`src/rtl/multicycle_ctrl.sv`:
```
// multicycle_ctrl: main control FSM sequencing the shared multicycle RV32I-subset datapath.
// Strobes are held low while rst_i is high; mux codes follow the FETCH state during reset.
module multicycle_ctrl (
    input  logic       clk_i,
    input  logic       rst_i,
    input  logic [6:0] opcode_i,
    input  logic       mem_ready_i,
    output logic       pc_write_o,
    output logic       branch_o,
    output logic       ir_write_o,
    output logic       mem_read_o,
    output logic       mem_write_o,
    output logic       adr_src_o,
    output logic       reg_write_o,
    output logic [1:0] alu_src_a_o,
    output logic [1:0] alu_src_b_o,
    output logic [1:0] alu_op_o,
    output logic [1:0] result_src_o,
    output logic       instr_done_o,
    output logic       illegal_o,
    output logic [3:0] state_o
);
    typedef enum logic [3:0] {
        FETCH    = 4'd0,
        DECODE   = 4'd1,
        MEM_ADDR = 4'd2,
        MEM_RD   = 4'd3,
        MEM_WB   = 4'd4,
        MEM_WR   = 4'd5,
        EXEC_R   = 4'd6,
        EXEC_I   = 4'd7,
        ALU_WB   = 4'd8,
        BRANCH   = 4'd9,
        JAL      = 4'd10
    } state_t;

    localparam logic [6:0] OP_R   = 7'b0110011;
    localparam logic [6:0] OP_I   = 7'b0010011;
    localparam logic [6:0] OP_LW  = 7'b0000011;
    localparam logic [6:0] OP_SW  = 7'b0100011;
    localparam logic [6:0] OP_BEQ = 7'b1100011;
    localparam logic [6:0] OP_JAL = 7'b1101111;

    state_t state_q, state_d;
    logic pc_write, branch, ir_write, mem_read, mem_write, adr_src, reg_write, instr_done, illegal;

    always_ff @(posedge clk_i or posedge rst_i) begin
        if (rst_i) state_q <= FETCH;
        else       state_q <= state_d;
    end

    always_comb begin
        state_d      = FETCH;
        pc_write     = 1'b0;
        branch       = 1'b0;
        ir_write     = 1'b0;
        mem_read     = 1'b0;
        mem_write    = 1'b0;
        adr_src      = 1'b0;
        reg_write    = 1'b0;
        instr_done   = 1'b0;
        illegal      = 1'b0;
        alu_src_a_o  = 2'b00;
        alu_src_b_o  = 2'b00;
        alu_op_o     = 2'b00;
        result_src_o = 2'b00;
        case (state_q)
            FETCH: begin
                mem_read     = 1'b1;
                alu_src_b_o  = 2'b10;
                result_src_o = 2'b10;
                ir_write     = mem_ready_i;
                pc_write     = mem_ready_i;
                state_d      = mem_ready_i ? DECODE : FETCH;
            end
            DECODE: begin
                // ALUOut captures oldPC+imm as the branch/jump target
                alu_src_a_o = 2'b01;
                alu_src_b_o = 2'b01;
                case (opcode_i)
                    OP_R:         state_d = EXEC_R;
                    OP_I:         state_d = EXEC_I;
                    OP_LW, OP_SW: state_d = MEM_ADDR;
                    OP_BEQ:       state_d = BRANCH;
                    OP_JAL:       state_d = JAL;
                    default:      illegal = 1'b1;
                endcase
            end
            MEM_ADDR: begin
                alu_src_a_o = 2'b10;
                alu_src_b_o = 2'b01;
                state_d     = (opcode_i == OP_LW) ? MEM_RD : MEM_WR;
            end
            MEM_RD: begin
                mem_read = 1'b1;
                adr_src  = 1'b1;
                state_d  = mem_ready_i ? MEM_WB : MEM_RD;
            end
            MEM_WB: begin
                reg_write    = 1'b1;
                result_src_o = 2'b01;
                instr_done   = 1'b1;
            end
            MEM_WR: begin
                mem_write  = 1'b1;
                adr_src    = 1'b1;
                instr_done = mem_ready_i;
                state_d    = mem_ready_i ? FETCH : MEM_WR;
            end
            EXEC_R: begin
                alu_src_a_o = 2'b10;
                alu_op_o    = 2'b10;
                state_d     = ALU_WB;
            end
            EXEC_I: begin
                alu_src_a_o = 2'b10;
                alu_src_b_o = 2'b01;
                alu_op_o    = 2'b11;
                state_d     = ALU_WB;
            end
            ALU_WB: begin
                reg_write  = 1'b1;
                instr_done = 1'b1;
            end
            BRANCH: begin
                alu_src_a_o = 2'b10;
                alu_op_o    = 2'b01;
                branch      = 1'b1;
                instr_done  = 1'b1;
            end
            JAL: begin
                // ALU computes oldPC+4 for rd while PC loads the target from ALUOut
                alu_src_a_o = 2'b01;
                alu_src_b_o = 2'b10;
                pc_write    = 1'b1;
                state_d     = ALU_WB;
            end
            default: state_d = FETCH;
        endcase
    end

    assign pc_write_o   = pc_write & ~rst_i;
    assign branch_o     = branch & ~rst_i;
    assign ir_write_o   = ir_write & ~rst_i;
    assign mem_read_o   = mem_read & ~rst_i;
    assign mem_write_o  = mem_write & ~rst_i;
    assign adr_src_o    = adr_src;
    assign reg_write_o  = reg_write & ~rst_i;
    assign instr_done_o = instr_done & ~rst_i;
    assign illegal_o    = illegal & ~rst_i;
    assign state_o      = state_q;
endmodule

```
`config.mk`:
```
export PLATFORM = sky130hd
export DESIGN_NAME = multicycle_ctrl
export DESIGN_NICKNAME = d
export VERILOG_FILES = /design/src/rtl/multicycle_ctrl.sv
export SDC_FILE = /design/constraint.sdc
export NUM_CORES = 1
export LEC_CHECK = 0
export ABC_CLOCK_PERIOD_IN_PS = 2100
export BUFFER_PORTS_ARGS = -buffer_cell sky130_fd_sc_hd__buf_2
export CAP_MARGIN = 10
export CORE_MARGIN = 4
export CORE_UTILIZATION = 45
export DETAILED_ROUTE_END_ITERATION = 16
export GPL_TIMING_DRIVEN = 0
export PLACE_DENSITY = 0.87
export RECOVER_POWER = 100
export SLEW_MARGIN = 10
export SYNTH_ARGS = -nofsm -noshare
export SYNTH_HDL_FRONTEND = slang
export SYNTH_SLANG_ARGS = --single-unit
```
`constraint.sdc`:
```
create_clock -name clk_i -period 2.1 [get_ports clk_i]
set_input_delay 0.63 -clock clk_i [delete_from_list [all_inputs] [get_ports clk_i]]
set_output_delay 0.63 -clock clk_i [all_outputs]
set_load 0.01 [all_outputs]
```
# == Word-level counts from Yosys, hierarchy flattened ==
# Cells that the tools add are included.
# word_totals
reg_bits,4
inputBits,10
out_inout_bits,21
elab_cells,58
# op_classes
eq_ne,16
mux,20
bitwise,9
reduce_logical,12
# ops
cell,count
$pmux W4 S6,1
$pmux W4 S5,1
$eq A4 B3 Y1 const B,4
$eq A7 B6 Y1 const B,2
$eq A7 B7 Y1 const B,2
$eq A4 B4 Y1 const B,3
$pmux W2 S2,3
$reduce_or A2 Y1,6
$mux W1,9
$mux W3,3
$reduce_or A3 Y1,3
$and A1 B1 Y1,8
$eq A4 B2 Y1 const B,2
$eq A7 B2 Y1 const B,1
$eq A7 B5 Y1 const B,1
$pmux W2 S3,1
$reduce_or A6 Y1,1
$eq A4 B1 Y1 const B,1
$logic_not A4 Y1,1
$pmux W1 S2,2
$reduce_or A4 Y1,1
$not A1 Y1,1

# == Logic depth before layout (Yosys ltp) ==
# depth
word_depth,5
ltp_mapped,5
mapped_depth_nobuf,3

# == Least setup slack after synthesis ==
# Ideal clock, no wire load.
# synth_path
kind,input port to output port
start,input opcode_i[6]
end,output illegal_o
arrival_ns,1.375
t_required_ns,1.470
setup_slack_ns,0.095
path_stages,3
path_buffers,0
cell_sequence,and3b_1 -> and3_1 -> a2111oi_2
# synth_between
elab_chain_len,5
word_cells_on_any_way,10
cone_classes,6 x eq/ne; 2 x mux; 1 x bitwise; 1 x reduce/logical
# synth_lines
element,line,source
from (decl),6,"input logic [6:0] opcode_i,"
"$eq A7 B2 Y1, or another cell as far along",80,case (opcode_i)
$reduce_or A6 Y1 (no source line) (*),-,
$mux W1 (*),80,
$mux W1 (*),67,case (state_q)
$and A1 B1 Y1 (*),150,assign illegal_o = illegal & ~rst_i;
to (decl),20,"output logic illegal_o,"
# Mark *: on every way between the ends. The rest lies on a longest branch, timed or not.

# == Final worst setup path ==
# layout_path
start,register state_q[2] (netlist: state_o[2])
end,output ir_write_o
# layout_between
elab_chain_len,3
# layout_lines
element,line,source
from (decl),44,"state_t state_q, state_d;"
from (signal assigned),49,else state_q <= state_d;
$logic_not A4 Y1,67,
$mux W1,67,
$and A1 B1 Y1,144,assign ir_write_o = ir_write & ~rst_i;
to (decl),10,"output logic ir_write_o,"
# No other way between the ends.

==> flow_metrics.tcl <==
set metrics [dict create \
    status "finished with violations" \
    violations "setup timing" \
    cts.clk_slew.worst_paths_ns 0.04 \
    period_share_pct 103.9 \
    core_mm2 0.001334 \
    synth_seq_cells 4 \
    timing_worst_setup_path_type "flip-flop to output pin" \
    grt_max_degree 11 \
    p_per_area_mw_per_mm2 303.7 \
    placed_cell_area_um2 824.5 \
    start_util_pct 49.16 \
    largest_register_ff_count 4 \
    ir_drop_mv 0.1951 \
    antenna_found_initial 0 \
    syn_nets 94 \
    drt_iter0_drc 24 \
    drc 0 \
    gr-total-overflow 0 \
    yosysWarnings 0 \
    rsz0062_at_grt "true" \
    cpPeakStageDelay_ns 0.40 \
    groute.usage.overall_pct 18.81 \
    boundaryPins 31 \
    first_pass_iters 4 \
    synth_top_cell_area_share_pct 15.27 \
    wl_um 2523 \
    avgSynthCellArea_um2 7.805 \
    clock_sinks 4 \
    antenna_cells 0 \
    clk_path_buf_depth 2 \
    critical_path_peak_fanout 5 \
    synthToLayoutAreaGrowth_pct 65.46 \
    vias_per_cell 6.143 \
    finalCriticalPeriod_ns 2.183 \
    cp-start-kind "flip-flop" \
    gp_congestion 0.8401 \
    worstMarginPinSlew_ns 0.4764 \
    synthCells 84 \
    fp.dieH_um 46.17 \
    max_cap_viol_count 0 \
    synth_cell_type_count 39 \
    cts.htree.levels 1 \
    grt_pass1_vias 686 \
    slew_viol_final 0 \
    place_hpwl_um 1402 \
    utilization_pct 81.33 \
    finalHoldViolations 0 \
    wl_per_cell_um 17.16 \
    port_buffers 30 \
    drtAntennaViolNets 0 \
    fin_skew_ns 0.001318 \
    clk_latency_ns 0.23 \
    synth_enable_flop_cells 0 \
    postLayoutSetupSlackWorst_ns -0.08271 \
    synth.largest_area_cell "dfrtp_1" \
    die_area_mm2 0.002132 \
    synthArstFlopShare_pct 100.0 \
    worstPathCellList "buf_6, or3_4, nor4b_4, buf_2" \
    die_x_um 46.17 \
    synth_common_cells "nor2_1 (7), nor3_1 (6), a21oi_1 (5)" \
    hp-class "primary input to async pin" \
    grt_pass1_wl_um 3022 \
    yosys_most_used_dff "dfrtp_1" \
    arrival_ns 1.55 \
    dr_total_vias 903 \
    synth-seq-area-share_pct 15.27 \
    crit_required_ns 1.47 \
    row_count 13 \
    cts_hold_buf 0 \
    stdcell_area_mm2 0.001085 \
    netlist_area_um2 655.6 \
    max_freq_ghz 0.4581 \
    nets 144 \
    synth.most_common_cell "nor2_1" \
    leakagePower_nw 0.5286 \
    cts_buffers 3 \
    slowest_stage "dfrtp_1" \
    finalSetupViolCount 4 \
    slew_headroom_pct 67.79 \
    cts-root-buf "clkbuf_4" \
    endpoint_kind "output pin" \
    r2r_slack_ns 0.54 \
    synthTopCellsByArea "dfrtp_1 (15%), nor3_1 (4.6%), a2111oi_2 (4.6%), nor2_1 (4.0%), xnor2_1 (4.0%)" \
    drive_gt1_share_pct 54.55 \
    cts_tree "done" \
]
[final timing paths]
kind	startpoint	to	cells after the start
max	state_o[2]	ir_write_o	4
max reg2reg	state_o[2]	state_o[1]	5
min in group clk_i	opcode_i[4]	state_o[2]	3
min reg2reg	state_o[0]	state_o[2]	3
max in group asynchronous	rst_i	state_o[1]	3
min	rst_i	state_o[2]	3
[cells in the final DEF, fill, tap and decap left out, drive strengths merged, types with 2 or more instances in the layout]
cell,count
inv,4
buf,50
o21ai,3
and3b,2
nor2,7
a21oi,5
nor4,2
dfrtp,4
nand2,4
clkbuf,5
nor4b,3
nand4,3
nor2b,3
a2111oi,2
nand2b,3
a22oi,2
nor3,6
and3,2
xnor2,3
nor3b,4
[through the flow]
stage	hold slack (ns)	TNS [ns]	instances	setup slack (ns)	total power, W
final	0.5127	-0.2311	147	-0.08271	0.0003294
after global placement	0.5749	-0.2114	129	-0.1472	0.0001990
after global routing	0.5168	-0.5307	147	-0.1277	0.0003462
after detailed placement	0.5819	-0.2283	129	-0.1568	0.0002034
after CTS	0.4298	-0.2040	134	-0.08375	0.0003091
after floorplan	0.4014	0	84	0.09522	0.0001604
[worst max-delay path, delay by kind of cell (launching register included)]
kind          cells  cell delay, ns
buf+inv           2            0.31
flops             1            0.40
simple gates      2            0.62
[power by group]
| group | internal [W] | total (W) | leakage [nW] | switching (W) |
|---|---|---|---|---|
| clock network | 0.0000637 | 0.0000920 | 0.0138 | 0.0000283 |
| logic | 0.0000753 | 0.000154 | 0.464 | 0.0000792 |
| registers | 0.0000800 | 0.0000830 | 0.0506 | 0.00000295 |
[routing by layer]
layer,track usage [%],vias to the layer above,share of wire [%]
li1,-,408,-
met1,23.31,433,41
met2,33.24,54,50
met3,1.172,8,6.9
met4,7.386,0,2.1
met5,0,-,0
[area by class of cell]
cell class                 count  area (um2)
multi-input combinational     69       555.5
timing repair buffer          45       291.5
fill                          87       249.0
sequential                     4       102.6
buffer                         7       78.83
clock buffer                   3       22.52
tap                           15       18.77
inverter                       4       15.01
[logic make-up after synthesis]
family | Yosys count | synth area share (%)
and+or+nand+nor | 45 | 46.18
AOI/OAI and AO/OA | 20 | 22.52
xor gates and xnor gates | 4 | 5.344
DFF | 4 | 15.27
buffers and inverters | 11 | 10.69
[timing repair]
| item | 4_1_cts | 5_1_grt |
|---|---|---|
| pin swaps | 3 | 6 |
| buffers inserted | 2 | 12 |
| setup endpoints to repair | 5 | 7 |
| cloned | 0 | 1 |
| gates resized for setup | 13 | 19 |
| endpoints found under the hold margin | 0 | 0 |
(Power assumes the default switching activity.)
